**src/rtl/forwarding_hazard_unit_if.sv**
```systemverilog
// ID-stage bus into the forwarding/hazard unit and its select/stall outputs.
interface forwarding_hazard_unit_if #(
    parameter int NRegBits   = 5,
    parameter int NCountBits = 16
);
    logic                  ID_Valid;
    logic [NRegBits-1:0]   ID_Rs;
    logic [NRegBits-1:0]   ID_Rt;
    logic [NRegBits-1:0]   ID_WriteReg;
    logic                  ID_RegWrite;
    logic                  ID_MemRead;
    logic                  Flush;
    logic                  Stall;
    logic [1:0]            ForwardA;
    logic [1:0]            ForwardB;
    logic [NCountBits-1:0] StallCount;

    modport master (
        output ID_Valid, ID_Rs, ID_Rt, ID_WriteReg, ID_RegWrite, ID_MemRead, Flush,
        input  Stall, ForwardA, ForwardB, StallCount
    );

    modport slave (
        input  ID_Valid, ID_Rs, ID_Rt, ID_WriteReg, ID_RegWrite, ID_MemRead, Flush,
        output Stall, ForwardA, ForwardB, StallCount
    );
endinterface

```
**src/rtl/forwarding_hazard_unit.sv**
```systemverilog
// EX operand forwarding selects, load-use stall and saturating stall counter.
// FORWARDING_EN defined: full forwarding; undefined: selects tied 00, stall on any RAW vs EX/MEM.
module forwarding_hazard_unit #(
    parameter int NRegBits   = 5,
    parameter int NCountBits = 16
) (
    input  logic                      clk,
    input  logic                      reset,
    forwarding_hazard_unit_if.slave   bus
);
    logic [NRegBits-1:0]   ex_wr_q,  ex_wr_d;
    logic                  ex_rw_q,  ex_rw_d;
    logic                  ex_mr_q,  ex_mr_d;
    logic [NRegBits-1:0]   mem_wr_q;
    logic                  mem_rw_q;
    logic [NCountBits-1:0] cnt_q,    cnt_d;

    logic match_ex_rs, match_ex_rt, match_mem_rs, match_mem_rt;
    logic hazard, stall, bubble;

    always_comb begin
        match_ex_rs  = ex_rw_q  && (ex_wr_q  != '0) && (ex_wr_q  == bus.ID_Rs);
        match_ex_rt  = ex_rw_q  && (ex_wr_q  != '0) && (ex_wr_q  == bus.ID_Rt);
        match_mem_rs = mem_rw_q && (mem_wr_q != '0) && (mem_wr_q == bus.ID_Rs);
        match_mem_rt = mem_rw_q && (mem_wr_q != '0) && (mem_wr_q == bus.ID_Rt);
`ifdef FORWARDING_EN
        hazard = ex_mr_q && (match_ex_rs || match_ex_rt);
`else
        hazard = match_ex_rs || match_ex_rt || match_mem_rs || match_mem_rt;
`endif
        stall  = bus.ID_Valid && !bus.Flush && hazard;
        bubble = !bus.ID_Valid || bus.Flush || stall;

        ex_wr_d = bus.ID_WriteReg;
        ex_rw_d = bus.ID_RegWrite;
        ex_mr_d = bus.ID_MemRead;
        if (bubble) begin
            ex_wr_d = '0;
            ex_rw_d = 1'b0;
            ex_mr_d = 1'b0;
        end

        cnt_d = cnt_q;
        if (stall && (cnt_q != '1))
            cnt_d = cnt_q + NCountBits'(1);
    end

    always_ff @(posedge clk or posedge reset) begin
        if (reset) begin
            ex_wr_q  <= '0;
            ex_rw_q  <= 1'b0;
            ex_mr_q  <= 1'b0;
            mem_wr_q <= '0;
            mem_rw_q <= 1'b0;
            cnt_q    <= '0;
        end else begin
            ex_wr_q  <= ex_wr_d;
            ex_rw_q  <= ex_rw_d;
            ex_mr_q  <= ex_mr_d;
            mem_wr_q <= ex_wr_q;
            mem_rw_q <= ex_rw_q;
            cnt_q    <= cnt_d;
        end
    end

`ifdef FORWARDING_EN
    logic [1:0] fwd_a_q, fwd_a_d;
    logic [1:0] fwd_b_q, fwd_b_d;

    // EX slot is the younger producer, so it outranks MEM
    always_comb begin
        fwd_a_d = 2'b00;
        fwd_b_d = 2'b00;
        if (!bubble) begin
            if (match_ex_rs)       fwd_a_d = 2'b10;
            else if (match_mem_rs) fwd_a_d = 2'b01;
            if (match_ex_rt)       fwd_b_d = 2'b10;
            else if (match_mem_rt) fwd_b_d = 2'b01;
        end
    end

    always_ff @(posedge clk or posedge reset) begin
        if (reset) begin
            fwd_a_q <= 2'b00;
            fwd_b_q <= 2'b00;
        end else begin
            fwd_a_q <= fwd_a_d;
            fwd_b_q <= fwd_b_d;
        end
    end

    assign bus.ForwardA = fwd_a_q;
    assign bus.ForwardB = fwd_b_q;
`else
    assign bus.ForwardA = 2'b00;
    assign bus.ForwardB = 2'b00;
`endif

    assign bus.Stall      = stall;
    assign bus.StallCount = cnt_q;
endmodule

```
**src/flat_wrapper.sv**
```systemverilog
// flat-port wrapper written by rule: the top's interface ports become plain ports
module forwarding_hazard_unit_flat 
#(
    parameter int NRegBits   = 5,
    parameter int NCountBits = 16
)
  (clk, reset, bus_ID_Valid, bus_ID_Rs, bus_ID_Rt, bus_ID_WriteReg, bus_ID_RegWrite, bus_ID_MemRead, bus_Flush, bus_Stall, bus_ForwardA, bus_ForwardB, bus_StallCount);
  forwarding_hazard_unit_if #(.NRegBits(NRegBits), .NCountBits(NCountBits)) bus_i ();
  input  logic clk;
  input  logic reset;
  input wire logic [$bits(bus_i.ID_Valid)-1:0] bus_ID_Valid;
  input wire logic [$bits(bus_i.ID_Rs)-1:0] bus_ID_Rs;
  input wire logic [$bits(bus_i.ID_Rt)-1:0] bus_ID_Rt;
  input wire logic [$bits(bus_i.ID_WriteReg)-1:0] bus_ID_WriteReg;
  input wire logic [$bits(bus_i.ID_RegWrite)-1:0] bus_ID_RegWrite;
  input wire logic [$bits(bus_i.ID_MemRead)-1:0] bus_ID_MemRead;
  input wire logic [$bits(bus_i.Flush)-1:0] bus_Flush;
  output wire logic [$bits(bus_i.Stall)-1:0] bus_Stall;
  output wire logic [$bits(bus_i.ForwardA)-1:0] bus_ForwardA;
  output wire logic [$bits(bus_i.ForwardB)-1:0] bus_ForwardB;
  output wire logic [$bits(bus_i.StallCount)-1:0] bus_StallCount;
  assign bus_i.ID_Valid = bus_ID_Valid;
  assign bus_i.ID_Rs = bus_ID_Rs;
  assign bus_i.ID_Rt = bus_ID_Rt;
  assign bus_i.ID_WriteReg = bus_ID_WriteReg;
  assign bus_i.ID_RegWrite = bus_ID_RegWrite;
  assign bus_i.ID_MemRead = bus_ID_MemRead;
  assign bus_i.Flush = bus_Flush;
  assign bus_Stall = bus_i.Stall;
  assign bus_ForwardA = bus_i.ForwardA;
  assign bus_ForwardB = bus_i.ForwardB;
  assign bus_StallCount = bus_i.StallCount;
  forwarding_hazard_unit #(.NRegBits(NRegBits), .NCountBits(NCountBits)) u_core (.clk(clk), .reset(reset), .bus(bus_i));
endmodule
```
**config.mk**
```make
export PLATFORM = sky130hd
export DESIGN_NAME = forwarding_hazard_unit_flat
export DESIGN_NICKNAME = d
export VERILOG_FILES = /design/src/rtl/forwarding_hazard_unit_if.sv /design/src/rtl/forwarding_hazard_unit.sv /design/src/flat_wrapper.sv
export SDC_FILE = /design/constraint.sdc
export NUM_CORES = 1
export LEC_CHECK = 0
export BUFFER_PORTS_ARGS = -buffer_cell sky130_fd_sc_hd__buf_4
export CAP_MARGIN = 10
export CELL_PAD_IN_SITES_DETAIL_PLACEMENT = 1
export CELL_PAD_IN_SITES_GLOBAL_PLACEMENT = 1
export CORE_MARGIN = 2
export CORE_UTILIZATION = 40
export DETAILED_ROUTE_END_ITERATION = 8
export PLACE_DENSITY_LB_ADDON = 0.05
export SLEW_MARGIN = 20
export SYNTH_ARGS = -nofsm -noshare
export SYNTH_HDL_FRONTEND = slang
export SYNTH_SLANG_ARGS = --single-unit
```
**constraint.sdc**
```tcl
create_clock -name clk -period 4.6 [get_ports clk]
set_clock_uncertainty 0.05 [all_clocks]
set_input_delay 1.38 -clock clk [delete_from_list [all_inputs] [get_ports clk]]
set_output_delay 1.38 -clock clk [all_outputs]
set_load 0.01 [all_outputs]
```
==> parameters.txt, run 1 <==
Parameter                              Value

Outcome
  Run status    finished, final reports clean

Floorplan
  Horiz. Die Dim    65.8 µm
  Number of core rows    22
  Area of the core    0.00366 mm²
  Total die area    0.00433 mm²
  Initial core utilization    41.7%
  I/O pins    42
  Die Y-Extent    65.8 µm

Routing
  Wire length per cell    14.4 µm
  Number of remaining DRC errors    0
  DRT antenna net count    0
  Drt via density    5.00
  Detailed router's first-iteration violation count    32
  Total wire length after detailed routing    3150 µm
  Drt pass-1 iters    4
  Total number of vias    1091

Setup path
  CP Data Required Time    3170 ps
  Setup crit end kind    output port
  Number of cells traversed by the worst register-to-register path    5
  Flop2flop setup slack    2400 ps
  Endpoint of the lowest-slack register-to-register path    u_core.bus.StallCount[1]
  Max FO, Critical Path    2
  Signal arrival time at the worst endpoint    2640 ps
  Critical R2R Launch    u_core.bus.StallCount[0]
  Critical path type    in2out
  Kind of start point of the critical path    primary input

Synthesis
  Number of synthesis warnings    0
  Cell types with the largest area share after synthesis    sky130_fd_sc_hd__dfrtp_1, sky130_fd_sc_hd__xor2_1, sky130_fd_sc_hd__xnor2_1, sky130_fd_sc_hd__nand3_2, sky130_fd_sc_hd__and2_1
  Netlist area before placement    0.00153 mm²
  Top cell type by total area after synthesis    sky130_fd_sc_hd__dfrtp_1
  Cell with the most instances after synthesis    sky130_fd_sc_hd__dfrtp_1
  Top post-synthesis cells by count    sky130_fd_sc_hd__dfrtp_1, sky130_fd_sc_hd__xor2_1, sky130_fd_sc_hd__xnor2_1
  Seq cells post-synth    28
  Mean instance size in the synthesized netlist    11.5 µm²
  Cell count after synthesis    133
  Proportion of synthesized flip-flops having asynchronous set or reset    100%
  Share of the synthesized area in the top cell type    45.9%
  Number of enable flip-flop cells after synthesis    0
  Primary flip-flop cell chosen by synthesis mapping    sky130_fd_sc_hd__dfrtp_1
  Netlist cell types    30
  Sequential cell area fraction in the yosys report    45.9%

Clocking
  Clock Sinks    28
  Worst-case clock buffer depth    2
  Count of instances resized after the clock tree is built    0
  Setup fix buffers added after clock tree synthesis    0
  Total of hold buffers inserted after clock tree synthesis    0
  Worst skew pair latency    270 ps
  Cts bufs inserted    3
  CTS tree    done
  Library cell used as clock root buffer    sky130_fd_sc_hd__clkbuf_8
  Max H-tree Level    1
  Clock slew seen by the registers of the worst setup and hold paths    90 ps

Flow run
  Max-cap violation count    0

Pwr
  Switching power summed over all nets    107 µW
  Share of total power in the clock network    38.0%
  Relative contribution of sequential cells to total power    51.7%
  Max VDD drop    0.117 mV
  Internal power contribution    394 µW
  Switching share of total power    21.4%
  Power per cell area    265 mW/mm²
  Leakage Power    0.000934 µW
  Share of power burned in combinational logic    10.4%

Timing
  Total Neg Setup Slack    0 ps
  Number of hold violations in the final report    0
  Worst-Margin Slew    565 ps
  Final critical path time including I/O delays and setup    4070 ps
  Final number of max-transition violations    0
  Final critical-path share of the clock period    88.4%
  Achievable clock frequency    0.246 GHz
  Setup-violating endpoint count in the final report    0
  Max transition margin    62.2%
  Unrepaired setup endpoints after global routing    no

Cells and area
  Number of inserted diodes    0
  Final cell utilization of the core    51.6%
  Fraction of layout cells with a size suffix above 1    34.1%
  NumNets Final    193
  Seq. cell area    701 µm²
  Non-Filler Instances    218
  Number of fillers in the final layout    394
  Non-Filler Cell Area, Final    0.00189 mm²
  Area occupied by multi-input gates    777 µm²
  Layout overhead on the synthesized area    23.8%

GRT
  Wire length of the first global-routing pass    5280 µm
  Combined global-route utilization of all metal layers    16.3%
  Pin count of the biggest net entering global routing    29
  Number of antenna violations at the first check in global routing    0
  Grt total ovfl    0
  Vias in the first global route    1181

Placed design
  Area after detailed placement    0.00182 mm²
  Post-detailed-placement half-perimeter wirelength    2450 µm
  Global placer's final weighted congestion    0.752
  Count of input and output buffers    36
  Placed cells    214

Worst hold path
  Number of cells on the worst hold path    0
  Hold Path Origin    u_core.ex_rw_q
  Sink of the worst hold path    u_core.mem_rw_q
  Hold/Removal Path Class    reg2reg
power groups by stage:
stage / combinational [µW] / clock [µW] / sequential, µW
after CTS: 53.1 / 198 / 259
after global routing: 58.5 / 210 / 260
after global placement: 50.9 / 0 / 264
after detailed placement: 52.8 / 0 / 264
final: 51.9 / 190 / 259
after floorplan: 31.6 / 0 / 263
layout make-up:
class,count,area share (%)
repair buffers,37,14.7
clock buffers,3,2.18
flip-flops and latches,28,37.1
well taps,48,3.18
inverters,1,0.199
clock inverters,1,1.59
multi-input cells,100,41.1
worst max-delay path, stage by stage:
cell                      delay (ps)
sky130_fd_sc_hd__buf_4           120
sky130_fd_sc_hd__xor2_1          150
sky130_fd_sc_hd__nor3_1          310
sky130_fd_sc_hd__a22oi_1         180
sky130_fd_sc_hd__o22ai_4         210
sky130_fd_sc_hd__and2_1          160
sky130_fd_sc_hd__buf_4           120
through the flow:
step,setup slack [ps],hold WS [ps],power [µW]
floorplan,729,301,294
detailed placement,531,317,317
global placement,637,314,315
CTS,520,342,511
finish,534,343,501
global route,482,363,529
layout by cell type (no fill, tap or decap), types with 2 or more instances in the layout:
cell type | netlist | layout
sky130_fd_sc_hd__or4_1 | 2 | 2
sky130_fd_sc_hd__nand4_1 | 7 | 7
sky130_fd_sc_hd__nand3_2 | 6 | 6
sky130_fd_sc_hd__and2_1 | 8 | 8
sky130_fd_sc_hd__and3_1 | 7 | 7
sky130_fd_sc_hd__dfrtp_1 | 28 | 28
sky130_fd_sc_hd__and3_2 | 2 | 2
sky130_fd_sc_hd__buf_4 | 4 | 37
sky130_fd_sc_hd__nor3_1 | 4 | 4
sky130_fd_sc_hd__nand2b_1 | 2 | 2
sky130_fd_sc_hd__o21ai_1 | 2 | 2
sky130_fd_sc_hd__a22oi_1 | 2 | 2
sky130_fd_sc_hd__nand2_1 | 2 | 2
sky130_fd_sc_hd__xnor2_1 | 13 | 13
sky130_fd_sc_hd__clkbuf_8 | 0 | 3
sky130_fd_sc_hd__conb_1 | 1 | 4
sky130_fd_sc_hd__nand3_1 | 2 | 2
sky130_fd_sc_hd__and2_2 | 2 | 2
sky130_fd_sc_hd__mux2_1 | 3 | 3
sky130_fd_sc_hd__nor2_1 | 4 | 4
sky130_fd_sc_hd__and3_4 | 2 | 2
sky130_fd_sc_hd__xor2_1 | 20 | 20
registers in the layout, summed over array words and instances (netlist names):
signal / flops
u_core.bus.StallCount: 16
u_core.ex_rw_q: 1
u_core.ex_wr_q: 5
u_core.mem_rw_q: 1
u_core.mem_wr_q: 5
cells by family after synthesis:
logic type | count (synthesis) | share of synthesized area (%)
compound gates | 6 | 4.75
xor+xnor | 33 | 18.9
fa+ha+maj | 1 | 0.819
buf+inv | 8 | 4.01
flops | 28 | 45.9
mux | 3 | 2.21
other cells | 1 | 0.245
simple gates | 53 | 23.2
worst max-delay path by stage:
| stage | start | to | cells after the start |
|---|---|---|---|
| 5_1_grt | bus_ID_Rs[2] | bus_Stall | 7 |
| 3_3_place_gp | bus_ID_Rs[2] | bus_Stall | 7 |
| 3_5_place_dp | bus_ID_Rs[2] | bus_Stall | 7 |
| 6_report | bus_ID_Rs[2] | bus_Stall | 7 |
| 4_1_cts | bus_ID_Rs[2] | bus_Stall | 7 |
| 2_1_floorplan | bus_ID_Rt[3] | bus_Stall | 6 |
layer usage:
layer	track usage [%]	wire, µm
met4	5.47	17
met1	18.9	1310
met5	0	0
met3	2.39	135
met2	30.3	1680
Power figures use the tool's default switching activity.
==> inputs of run 2 (changes only) <==
- RECOVER_POWER: default -> 100
==> run 2 against run 1 <==
Effect of this change:
- fmax barely moved
- highest routed layer unchanged
- critical endpoint unchanged
- count of clock-buffer cells in the layout did not move
- worst setup slack improved by 3.9 ps
- die area did not move
- global-route usage did not move
- sequential power barely moved
- critical path type unchanged
==> parameters.txt, run 2 (synthesis results as in run 1) <==
Parameter                              Value

Clocking
  Library cell used as clock root buffer    sky130_fd_sc_hd__clkbuf_8 (unchanged)
  Max H-tree Level    1 (unchanged)
  CTS tree    done (unchanged)
  Count of instances resized after the clock tree is built    0 (unchanged)
  Cts bufs inserted    3 (unchanged)
  Total of hold buffers inserted after clock tree synthesis    0 (unchanged)
  Worst-case clock buffer depth    2 (unchanged)
  Clock slew seen by the registers of the worst setup and hold paths    90 ps (about the same)
  Clock Sinks    28 (unchanged)
  Worst skew pair latency    270 ps (about the same)
  Setup fix buffers added after clock tree synthesis    0 (unchanged)

Routing
  Total number of vias    1098 (was 1091)
  Wire length per cell    14.2 µm (was 14.4 µm)
  Drt pass-1 iters    3 (was 4)
  Drt via density    5.04 (was 5.00)
  Total wire length after detailed routing    3090 µm (was 3150 µm)
  Number of remaining DRC errors    0 (unchanged)
  Detailed router's first-iteration violation count    30 (was 32)
  DRT antenna net count    0 (unchanged)

Cells and area
  Leading cell type in the layout, fill and taps excluded    sky130_fd_sc_hd__dfrtp_1 (was sky130_fd_sc_hd__buf_4)
  Number of inserted diodes    0 (unchanged)
  Number of fillers in the final layout    413 (was 394)
  Layout overhead on the synthesized area    18.8% (was 23.8%)
  Max reg flops    16 (unchanged)
  Highest-count cells in the layout ignoring fill and taps    sky130_fd_sc_hd__dfrtp_1, sky130_fd_sc_hd__xor2_1, sky130_fd_sc_hd__buf_4, sky130_fd_sc_hd__clkbuf_1, sky130_fd_sc_hd__xnor2_1 (was sky130_fd_sc_hd__buf_4, sky130_fd_sc_hd__dfrtp_1, sky130_fd_sc_hd__xor2_1, sky130_fd_sc_hd__xnor2_1, sky130_fd_sc_hd__and2_1)
  NumNets Final    193 (unchanged)
  Fraction of layout cells with a size suffix above 1    21.8% (was 34.1%)
  Final cell utilization of the core    49.6% (was 51.6%)

Timing
  Final critical-path share of the clock period    88.3% (was 88.4%)
  Worst-Margin Slew    1030 ps (was 565 ps)
  Final critical path time including I/O delays and setup    4060 ps (was 4070 ps)
  Unrepaired setup endpoints after global routing    no (unchanged)
  Achievable clock frequency    0.246 GHz (about the same)
  Number of hold violations in the final report    0 (unchanged)
  Max transition margin    31.0% (was 62.2%)
  Setup-violating endpoint count in the final report    0 (unchanged)
  Total Neg Setup Slack    0 ps (unchanged)
  Final number of max-transition violations    0 (unchanged)

GRT
  Number of antenna violations at the first check in global routing    0 (unchanged)
  Wire length of the first global-routing pass    5280 µm (unchanged)
  Combined global-route utilization of all metal layers    16.3% (unchanged)
  Vias in the first global route    1181 (unchanged)
  Pin count of the biggest net entering global routing    29 (unchanged)
  Grt total ovfl    0 (unchanged)

Outcome
  Run status    finished, final reports clean (unchanged)

Pwr
  Leakage Power    0.000854 µW (was 0.000934 µW)
  Total power after layout    499 µW (was 501 µW)
  Max VDD drop    0.116 mV (was 0.117 mV)
  Internal power contribution    392 µW (was 394 µW)
  Switching power summed over all nets    108 µW (was 107 µW)
  Relative contribution of sequential cells to total power    51.9% (was 51.7%)
  Share of total power in the clock network    38.2% (was 38.0%)
  Share of power burned in combinational logic    10.0% (was 10.4%)
  Power per cell area    275 mW/mm² (was 265 mW/mm²)
  Switching share of total power    21.5% (was 21.4%)

Setup path
  Number of cells traversed by the worst register-to-register path    7 (was 5)
  Critical R2R Launch    u_core.mem_wr_q[2] (was u_core.bus.StallCount[0])
  Max FO, Critical Path    2 (unchanged)
  Critical path type    in2out (unchanged)
  Flop2flop setup slack    1940 ps (was 2400 ps)
  Kind of start point of the critical path    primary input (unchanged)
  CP Data Required Time    3170 ps (about the same)
  Setup crit end kind    output port (unchanged)
  Endpoint of the lowest-slack register-to-register path    u_core.bus.StallCount[1] (unchanged)
  Signal arrival time at the worst endpoint    2630 ps (was 2640 ps)

Worst hold path
  Number of cells on the worst hold path    0 (unchanged)
  Hold Path Origin    u_core.ex_rw_q (unchanged)
  Sink of the worst hold path    u_core.mem_rw_q (unchanged)
  Hold/Removal Path Class    reg2reg (unchanged)

Floorplan
  Initial core utilization    41.7% (unchanged)
  Horiz. Die Dim    65.8 µm (unchanged)
  Area of the core    0.00366 mm² (unchanged)
  Total die area    0.00433 mm² (unchanged)
  Die Y-Extent    65.8 µm (unchanged)
  Number of core rows    22 (unchanged)
  I/O pins    42 (unchanged)

Flow run
  Max-cap violation count    0 (unchanged)

Placed design
  Post-detailed-placement half-perimeter wirelength    2450 µm (unchanged)
  Global placer's final weighted congestion    0.752 (unchanged)
  Count of input and output buffers    36 (unchanged)
-- run 2: layer usage --
| layer | track usage [%] | wire [µm] | up-vias |
|---|---|---|---|
| met2 | 30.3 | 1670 | 25 |
| met1 | 18.9 | 1260 | 552 |
| li1 | - | - | 519 |
| met5 | 0 | 0 | - |
| met4 | 5.47 | 17 | 0 |
| met3 | 2.39 | 140 | 2 |
-- run 2: layout make-up --
cell class	count	area [µm²]	share of cell area (%)
clock inverter	1	30.0	1.65
tap	48	60.1	3.31
multi-input combinational	100	769	42.4
timing repair buffer	37	210	11.6
sequential	28	701	38.6
inverter	1	3.75	0.207
clock buffer	3	41.3	2.27
-- run 2: per-stage QoR --
step                instances  hold slack, ps  setup slack (ps)  area [µm²]
floorplan                 136             301               729        1540
global placement          214             314               637        1820
detailed placement        214             317               531        1820
CTS                       218             342               520        1890
global route              218             363               466        1820
finish                    218             344               538        1820
-- run 2: critical path, stage by stage --
cell and delay (ps):
sky130_fd_sc_hd__clkbuf_1 100, sky130_fd_sc_hd__xor2_1 160, sky130_fd_sc_hd__nor3_1 300, sky130_fd_sc_hd__a22oi_1 180, sky130_fd_sc_hd__o22ai_4 210, sky130_fd_sc_hd__and2_0 160, sky130_fd_sc_hd__buf_4 130
-- run 2: worst max path at each step --
stage | slack (ps) | cells past startpoint | end | startpoint
6_report | 540 | 7 | bus_Stall | bus_ID_Rs[2]
5_1_grt | 470 | 7 | bus_Stall | bus_ID_Rs[2]
4_1_cts | 520 | 7 | bus_Stall | bus_ID_Rs[2]
3_5_place_dp | 530 | 7 | bus_Stall | bus_ID_Rs[2]
3_3_place_gp | 640 | 7 | bus_Stall | bus_ID_Rs[2]
2_1_floorplan | 730 | 6 | bus_Stall | bus_ID_Rt[3]
-- run 2: power by group through the flow --
stage                     logic, µW  registers (µW)  clock network [µW]
after global routing           56.2             260                 210
after detailed placement       52.8             264                   0
after floorplan                31.6             263                   0
final                          49.7             259                 190
after global placement         50.9             264                   0
after CTS                      53.1             259                 198
